$ cat src/rtl/arb_rr_4_pkg.sv
// Shared definitions for the four-requester round-robin arbiter.
//   state_e : arbiter FSM encoding (ST_IDLE = no owner, ST_GRANT = owner latched in gnt)
//   NREQ    : number of requesters
//   HOLD_W  : width of the hold-time counter
package arb_rr_4_pkg;

  localparam int unsigned NREQ   = 4;
  localparam int unsigned HOLD_W = 8;

  typedef enum logic {
    ST_IDLE  = 1'b0,
    ST_GRANT = 1'b1
  } state_e;

endpackage

$ cat src/rtl/arb_rr_4_if.sv
// Request/grant bundle between the requesting units and the arbiter.
//   req       : request vector, one bit per requester
//   gnt       : one-hot grant (all-zero when nothing is granted)
//   gnt_idx   : binary index of the granted requester, 0 when none
//   gnt_valid : high whenever gnt is non-zero
// Modports: master = requester side, slave = arbiter side.
interface arb_rr_4_if;
  import arb_rr_4_pkg::*;

  logic [NREQ-1:0] req;
  logic [NREQ-1:0] gnt;
  logic [1:0]      gnt_idx;
  logic            gnt_valid;

  modport master (
    output req,
    input  gnt,
    input  gnt_idx,
    input  gnt_valid
  );

  modport slave (
    input  req,
    output gnt,
    output gnt_idx,
    output gnt_valid
  );

endinterface

$ cat src/rtl/onehot_enc_4x2.sv
// Combinational one-hot to binary encoder.
//   onehot : 4-bit one-hot input (bit i set -> i); all-zero input encodes to 0
//   idx    : 2-bit binary index
module onehot_enc_4x2
  import arb_rr_4_pkg::*;
(
  input  logic [NREQ-1:0] onehot,
  output logic [1:0]      idx
);

  always_comb begin
    idx = 2'd0;
    for (int i = 0; i < NREQ; i++) begin
      if (onehot[i]) idx = 2'(i);
    end
  end

endmodule

$ cat src/rtl/arb_rr_4.sv
// Four-requester round-robin arbiter with bounded hold time.
//   clk   : system clock, rising edge
//   rst_n : asynchronous active-low reset
//   bus   : request/grant bundle (slave side); all outputs are registered
// Parameter MAX_HOLD (1..255): longest run of consecutive cycles one owner may keep the
// grant while another requester is waiting.
module arb_rr_4
  import arb_rr_4_pkg::*;
#(
  parameter int unsigned MAX_HOLD = 8
) (
  input  logic       clk,
  input  logic       rst_n,
  arb_rr_4_if.slave  bus
);

  localparam logic [HOLD_W-1:0] HoldMax = HOLD_W'(MAX_HOLD);

  state_e            state_q, state_d;
  logic [NREQ-1:0]   gnt_q, gnt_d;
  logic [1:0]        gnt_idx_q, gnt_idx_d;
  logic              gnt_valid_q;
  logic [1:0]        ptr_q, ptr_d;
  logic [HOLD_W-1:0] hold_q, hold_d;

  logic [NREQ-1:0]   req_other;
  logic              rel;
  logic [2:0]        pick_req, pick_other;

  // Returns {found, index} of the first set bit scanning start, start+1, ... (mod 4).
  // Scanning backwards lets the earliest position in search order overwrite later ones.
  function automatic logic [2:0] rr_pick(input logic [NREQ-1:0] r, input logic [1:0] start);
    logic [2:0] res;
    logic [1:0] idx;
    res = 3'b000;
    for (int i = NREQ - 1; i >= 0; i--) begin
      idx = start + 2'(i);
      if (r[idx]) res = {1'b1, idx};
    end
    return res;
  endfunction

  always_comb begin
    req_other  = bus.req & ~gnt_q;
    // Drop takes precedence over timeout; both simply mean "release" here.
    rel        = ~bus.req[gnt_idx_q] | (hold_q == HoldMax);
    // In ST_GRANT ptr_q already holds owner+1, so both searches start after the owner.
    pick_req   = rr_pick(bus.req, ptr_q);
    pick_other = rr_pick(req_other, ptr_q);

    state_d = state_q;
    gnt_d   = gnt_q;
    ptr_d   = ptr_q;
    hold_d  = hold_q;

    unique case (state_q)
      ST_IDLE: begin
        if (pick_req[2]) begin
          state_d = ST_GRANT;
          gnt_d   = NREQ'(1) << pick_req[1:0];
          ptr_d   = pick_req[1:0] + 2'd1;
          hold_d  = HOLD_W'(1);
        end
      end
      ST_GRANT: begin
        if (!rel) begin
          if (hold_q != HoldMax) hold_d = hold_q + HOLD_W'(1);
        end else if (pick_other[2]) begin
          // Direct handover, no idle cycle in between.
          gnt_d  = NREQ'(1) << pick_other[1:0];
          ptr_d  = pick_other[1:0] + 2'd1;
          hold_d = HOLD_W'(1);
        end else if (bus.req[gnt_idx_q]) begin
          // Timed out with nobody else waiting: re-grant the same owner.
          ptr_d  = gnt_idx_q + 2'd1;
          hold_d = HOLD_W'(1);
        end else begin
          state_d = ST_IDLE;
          gnt_d   = '0;
          hold_d  = '0;
        end
      end
      default: begin
        state_d = ST_IDLE;
        gnt_d   = '0;
        hold_d  = '0;
      end
    endcase
  end

  onehot_enc_4x2 u_enc (
    .onehot (gnt_d),
    .idx    (gnt_idx_d)
  );

  always_ff @(posedge clk or negedge rst_n) begin
    if (!rst_n) begin
      state_q     <= ST_IDLE;
      gnt_q       <= '0;
      gnt_idx_q   <= 2'd0;
      gnt_valid_q <= 1'b0;
      ptr_q       <= 2'd0;
      hold_q      <= '0;
    end else begin
      state_q     <= state_d;
      gnt_q       <= gnt_d;
      gnt_idx_q   <= gnt_idx_d;
      gnt_valid_q <= |gnt_d;
      ptr_q       <= ptr_d;
      hold_q      <= hold_d;
    end
  end

  assign bus.gnt       = gnt_q;
  assign bus.gnt_idx   = gnt_idx_q;
  assign bus.gnt_valid = gnt_valid_q;

endmodule

$ cat src/flat_wrapper.sv
// flat-port wrapper written by rule: the top's interface ports become plain ports
module arb_rr_4_flat import arb_rr_4_pkg::*;
#(
  parameter int unsigned MAX_HOLD = 8
)
  (clk, rst_n, bus_req, bus_gnt, bus_gnt_idx, bus_gnt_valid);
  arb_rr_4_if bus_i ();
  input  logic clk;
  input  logic rst_n;
  input wire logic [$bits(bus_i.req)-1:0] bus_req;
  output wire logic [$bits(bus_i.gnt)-1:0] bus_gnt;
  output wire logic [$bits(bus_i.gnt_idx)-1:0] bus_gnt_idx;
  output wire logic [$bits(bus_i.gnt_valid)-1:0] bus_gnt_valid;
  assign bus_i.req = bus_req;
  assign bus_gnt = bus_i.gnt;
  assign bus_gnt_idx = bus_i.gnt_idx;
  assign bus_gnt_valid = bus_i.gnt_valid;
  arb_rr_4 #(.MAX_HOLD(MAX_HOLD)) u_core (.clk(clk), .rst_n(rst_n), .bus(bus_i));
endmodule
$ cat config.mk
export PLATFORM = sky130hd
export DESIGN_NAME = arb_rr_4_flat
export DESIGN_NICKNAME = d
export VERILOG_FILES = /design/src/rtl/arb_rr_4_pkg.sv /design/src/rtl/arb_rr_4_if.sv /design/src/rtl/onehot_enc_4x2.sv /design/src/rtl/arb_rr_4.sv /design/src/flat_wrapper.sv
export SDC_FILE = /design/constraint.sdc
export NUM_CORES = 1
export LEC_CHECK = 0
export CORE_MARGIN = 10
export CORE_UTILIZATION = 55
export DETAILED_ROUTE_END_ITERATION = 8
export HOLD_SLACK_MARGIN = 0.05
export PLACE_DENSITY = 0.89
export SLEW_MARGIN = 20
export SYNTH_ARGS = -nofsm -noshare
export SYNTH_HDL_FRONTEND = slang
export SYNTH_SLANG_ARGS = --single-unit
$ cat constraint.sdc
create_clock -name clk -period 2.7 [get_ports clk]
set_input_delay 0.54 -clock clk [delete_from_list [all_inputs] [get_ports clk]]
set_output_delay 0.54 -clock clk [all_outputs]
set_load 0.02 [all_outputs]
**Word level (Yosys, flattened, before mapping)**

Index checks and enable logic that the tools add are counted.

- Logic and storage cells: 84
- Input bits: 6
- Register bits after elaboration: 18

- Bitwise logic cells: 5
- Reduce and logical (&&, ||, !) cells: 3
- $add $sub $neg: 7
- Magnitude comparators: 5
- Eq/ne operators: 6
- Mux-type cells: 50
- Shift-type cells: 2

Operator list:

| cell | count |
|---|---|
| $mux W8 | 4 |
| $mux W3 | 8 |
| $bmux W1 S2 | 9 |
| $mux W4 | 4 |
| $pmux W8 S2 | 1 |
| $lt A2 B3 Y1 const B | 5 |
| $mux W1 | 15 |
| $mux W2 | 6 |
| $add A2 B1 Y2 const B | 4 |
| $add A8 B1 Y8 const B | 1 |
| $eq A8 B4 Y1 const B | 1 |
| $ne A8 B4 Y1 const B | 1 |
| $pmux W4 S2 | 1 |
| $shl A1 B2 Y4 const A | 2 |
| $ne A3 B3 Y1 const B | 2 |
| $add A2 B2 Y2 const B | 2 |
| $and A4 B4 Y4 | 1 |
| $not A4 Y4 | 1 |
| $pmux W2 S2 | 1 |
| $reduce_or A4 Y1 | 1 |
| $reduce_and A3 Y1 | 1 |
| $ne A2 B1 Y1 const B | 1 |
| $ne A2 B2 Y1 const B | 1 |
| $not A1 Y1 | 2 |
| 3 further kinds | 3 |

**Depth between registers and ports, before layout**

- Depth in word-level cells: 15
- Gate-level depth with buffers: 8

**Hierarchy**

From an unflattened synthesis, not the netlist that was laid out.

- Cells, all modules: 133
- Area total of the unflattened synthesis: 1,197.4 µm²

Modules (own cells, without submodules):

| module | seq. area each (µm²) | area each (µm²) | instances | cells an instance |
|---|---|---|---|---|
| arb_rr_4 | 450.4 | 1,179.9 | 1 | 130 |
| onehot_enc_4x2 | 0.0 | 17.5 | 1 | 3 |

**Worst setup path before layout**

No wires, ideal clock.

- Kind: reg-to-reg
- From: register u_core.hold_q[4]
- To: register u_core.gnt_valid_q, in the netlist u_core.bus.gnt_valid
- Arrival time: 2.277 ns
- Path slack: 0.285 ns
- Library setup time: 0.139 ns
- Cell stages (with the launch flop): 7
- Cell sequence: dfrtp_1 -> or4_4 -> or3_4 -> o211ai_2 -> nand2_2 -> a22o_1 -> or4_1

- Longest elaborated chain between the ends: 5

Ends and longest elaborated chain:

| element | RTL line | text |
|---|---|---|
| start: declaration | arb_rr_4.sv:24 | `logic [HOLD_W-1:0] hold_q, hold_d;` |
| start signal: assignment | arb_rr_4.sv:110 | `hold_q <= hold_d;` |
| $eq A8 B4 Y1 | arb_rr_4.sv:46 | `rel = ~bus.req[gnt_idx_q] \| (hold_q == HoldMax);` |
| $or A1 B1 Y1 | arb_rr_4.sv:46 |  |
| $mux W4 | arb_rr_4.sv:66 | `if (!rel) begin` |
| $pmux W4 S2 | arb_rr_4.sv:56 | `unique case (state_q)` |
| $reduce_or A4 Y1 | arb_rr_4.sv:108 | `gnt_valid_q <= \|gnt_d;` |
| end signal: assignment | arb_rr_4.sv:108 |  |
| end: declaration | arb_rr_4.sv:22 | `logic gnt_valid_q;` |

No other way between the ends.
A chain may end at the register's enable or synchronous reset.

**Worst setup path after layout**

Same ends and word-level chain as after synthesis.

==> results_dict.tcl <==
set metrics [dict create \
    status "completed" \
    p_clk_share_pct 11.4 \
    gp_congestion 0.948 \
    required_ns 2.89 \
    ys_seq_elements 18 \
    cts.sinks 18 \
    clock_skew_ns 0.00878 \
    wl_per_cell_um 17.5 \
    final.period_utilization_pct 94.3 \
    num_rows 16 \
    clock.fmax_mhz 393 \
    vias_per_cell 6.38 \
    antenna_found_initial 0 \
    grt_pass1_wl_um 5310 \
    cts_resized 0 \
    htreeDepth 1 \
    switching_share_pct 42.5 \
    final-hold-violation-count 0 \
    hp-class "flop to flop" \
    grt_max_degree 19 \
    final_util_pct 72.8 \
    r2r_setup_slack_ns 0.15 \
    num_antenna_cells 0 \
    via_count 1180 \
    cts_setup_buffers 0 \
    io_pins 13 \
    relSlewSlack_pct 46.3 \
    yosysUniqueCellTypes 51 \
    die_w_um 66.9 \
    area_growth_pct 21.5 \
    r2r_start "u_core.hold_q[4]" \
    numCtsBuffers 3 \
    syn_inst 135 \
    pwr-share-comb_pct 56.2 \
    drtAntennaViolNets 0 \
    holdPathEnd "u_core.hold_q[7]" \
    worstHoldStart "u_core.hold_q[7]" \
    path_class "flop to flop" \
    route.detailed.drc 0 \
    rsz0062_at_grt "false" \
    cp-start-kind "flop" \
    synth_seq_area_share_pct 37.2 \
    power_report.internal_total_mw 0.861 \
    nNetsFinal 167 \
    period_needed_ns 2.55 \
    routed_wl_um 3230 \
    r2r_end "u_core.bus.gnt_valid" \
    slew_viol_final 0 \
    async_flop_share_pct 100 \
    yosysWarnings 0 \
    start_util_pct 59.9 \
    synth-edff-count 0 \
    tightest_slew_ns 0.803 \
    clkTransAtPathRegs_ns 0.11 \
    dieArea_mm2 0.00448 \
    drive_gt1_share_pct 17.7 \
    insertion_delay_ns 0.30 \
    grt_overflow 0 \
    die_h_um 66.9 \
    syn_nets 143 \
    dr.pass1.iters 4 \
    cts_buffer_depth 2 \
    place_ws_ns 0.00370 \
    finalSetupViolCount 0 \
    p_total_mw 1.50 \
    cp.arrival_ns 2.73 \
    hpwlAfterDp_um 2420 \
    yosys_most_used_dff "dfrtp_1" \
    detail_route.iter0.violations 116 \
    avgSynthCellArea_um2 8.97 \
    power_density_mw_per_mm2 1020 \
    cts_tree "yes" \
    netlist_area_mm2 0.00121 \
    ctsHoldBuffers 0 \
    grt_pass1_vias 1137 \
    crit_fanout 5 \
    peakVddDrop_mv 0.768 \
    finalWorstSetupSlack_ns 0.153 \
    cap_viol_max_count 0 \
    port_buffers 12 \
    hold_depth 1 \
    p_sw_mw 0.637 \
    seqPwrFrac_pct 32.5 \
    leakage_nw 0.647 \
    clockRootBuffer "clkbuf_4" \
    finalSetupTns_ns 0 \
    cp-end-kind "flop" \
    grt.total_usage_pct 14.8 \
    ff2ff_path_depth 6 \
    core_mm2 0.00202 \
]
## synth_stat cells (2+ instances only)
library cell  count  area (um^2)
a21boi_0          2         15.0
a31oi_1           2         12.5
ha_1              2         25.0
and3_1            3         18.8
a2bb2oi_1         2         17.5
and2_1            3         18.8
nand3_1           2         10.0
o31ai_1           2         15.0
nor3_1            2         10.0
inv_1             6         22.5
nor3b_1           2         15.0
xnor2_1           2         17.5
nand2b_1          7         43.8
nor4_1            2         12.5
nor2_1            4         15.0
nor2b_1           3         18.8
a21oi_1           4         20.0
o21ai_0          16         80.1
nand2_1          14         52.6
mux2_2            2         22.5
nand3b_1          2         15.0
dfrtp_1          18          450
clkbuf_1          4         15.0
nand4_1           2         12.5
## cells by family after synthesis
family	after synthesis	share of synthesized area [%]
and+or+nand+nor	53	25.1
AOI/OAI and AO/OA	45	26.1
DFF	18	37.2
buffers and inverters	11	3.51
muxes	4	4.55
xor gates and xnor gates	2	1.45
adders and majority gates	2	2.07
## power by group through the flow
stage                     registers (mW)  clock network (mW)  logic [mW]
after floorplan                    0.467                   0       0.534
after global placement             0.484                   0       0.793
after detailed placement           0.488                   0       0.817
after CTS                          0.481               0.171       0.836
after global routing               0.498               0.180       0.908
final                              0.486               0.170       0.841
## sequential cells by signal (all words and copies together) (netlist names)
signal / flops
u_core.bus.gnt: 4
u_core.bus.gnt_idx: 2
u_core.bus.gnt_valid: 1
u_core.hold_q: 8
u_core.ptr_q: 2
u_core.state_q: 1
## area by class of cell
type,count,area (um^2)
multi-input combinational,106,718
timing repair buffer,24,210
inverter,6,22.5
tap,27,33.8
fill,147,551
clock buffer,4,36.3
sequential,18,450
## how the worst max path moves through the flow
stage	startpoint	to	slack, ns	depth (start not counted)
5_1_grt	u_core.hold_q[4]	u_core.bus.gnt_valid	0.08	6
2_1_floorplan	u_core.hold_q[4]	u_core.bus.gnt_valid	0.28	6
6_report	u_core.hold_q[4]	u_core.bus.gnt_valid	0.15	6
4_1_cts	u_core.hold_q[4]	u_core.bus.gnt_valid	0.17	6
3_5_place_dp	bus_req[1]	u_core.bus.gnt_valid	0.004	6
3_3_place_gp	bus_req[1]	u_core.bus.gnt_valid	0.04	6
## critical path, cell delays in order, from the launching register on
cell	delay, ns
dfrtp_1	0.44
or4_4	0.56
or3_4	0.39
o211ai_2	0.23
nand2_2	0.09
a22o_1	0.27
or4_1	0.46
## routing by layer
| layer | up-vias | part of all wire [%] | track usage (%) |
|---|---|---|---|
| met4 | 0 | 1.9 | 5.38 |
| met5 | - | 0 | 0 |
| met3 | 9 | 9.6 | 3.18 |
| met2 | 58 | 47 | 24.6 |
| li1 | 547 | - | - |
| met1 | 566 | 42 | 18.2 |
## layout by cell type, fill, tap and decap left out, types with 3 or more instances in the layout
cell type,count
a21oi_1,4
and2_1,3
and3_1,3
buf_4,12
clkbuf_4,3
clkdlybuf4s50_1,12
dfrtp_1,18
inv_1,6
nand2_1,14
nand2b_1,7
nor2_1,4
nor2b_1,3
o21ai_0,16
## through the flow
| step | std cells | hold slack, ns | cell area, um^2 |
|---|---|---|---|
| after floorplan | 135 | 0.244 | 1210 |
| after global placement | 181 | 0.490 | 1440 |
| after detailed placement | 181 | 0.509 | 1440 |
| after CTS | 185 | 0.521 | 1470 |
| after global routing | 185 | 0.544 | 1470 |
| final | 185 | 0.524 | 1470 |
(Power assumes the default switching activity.)
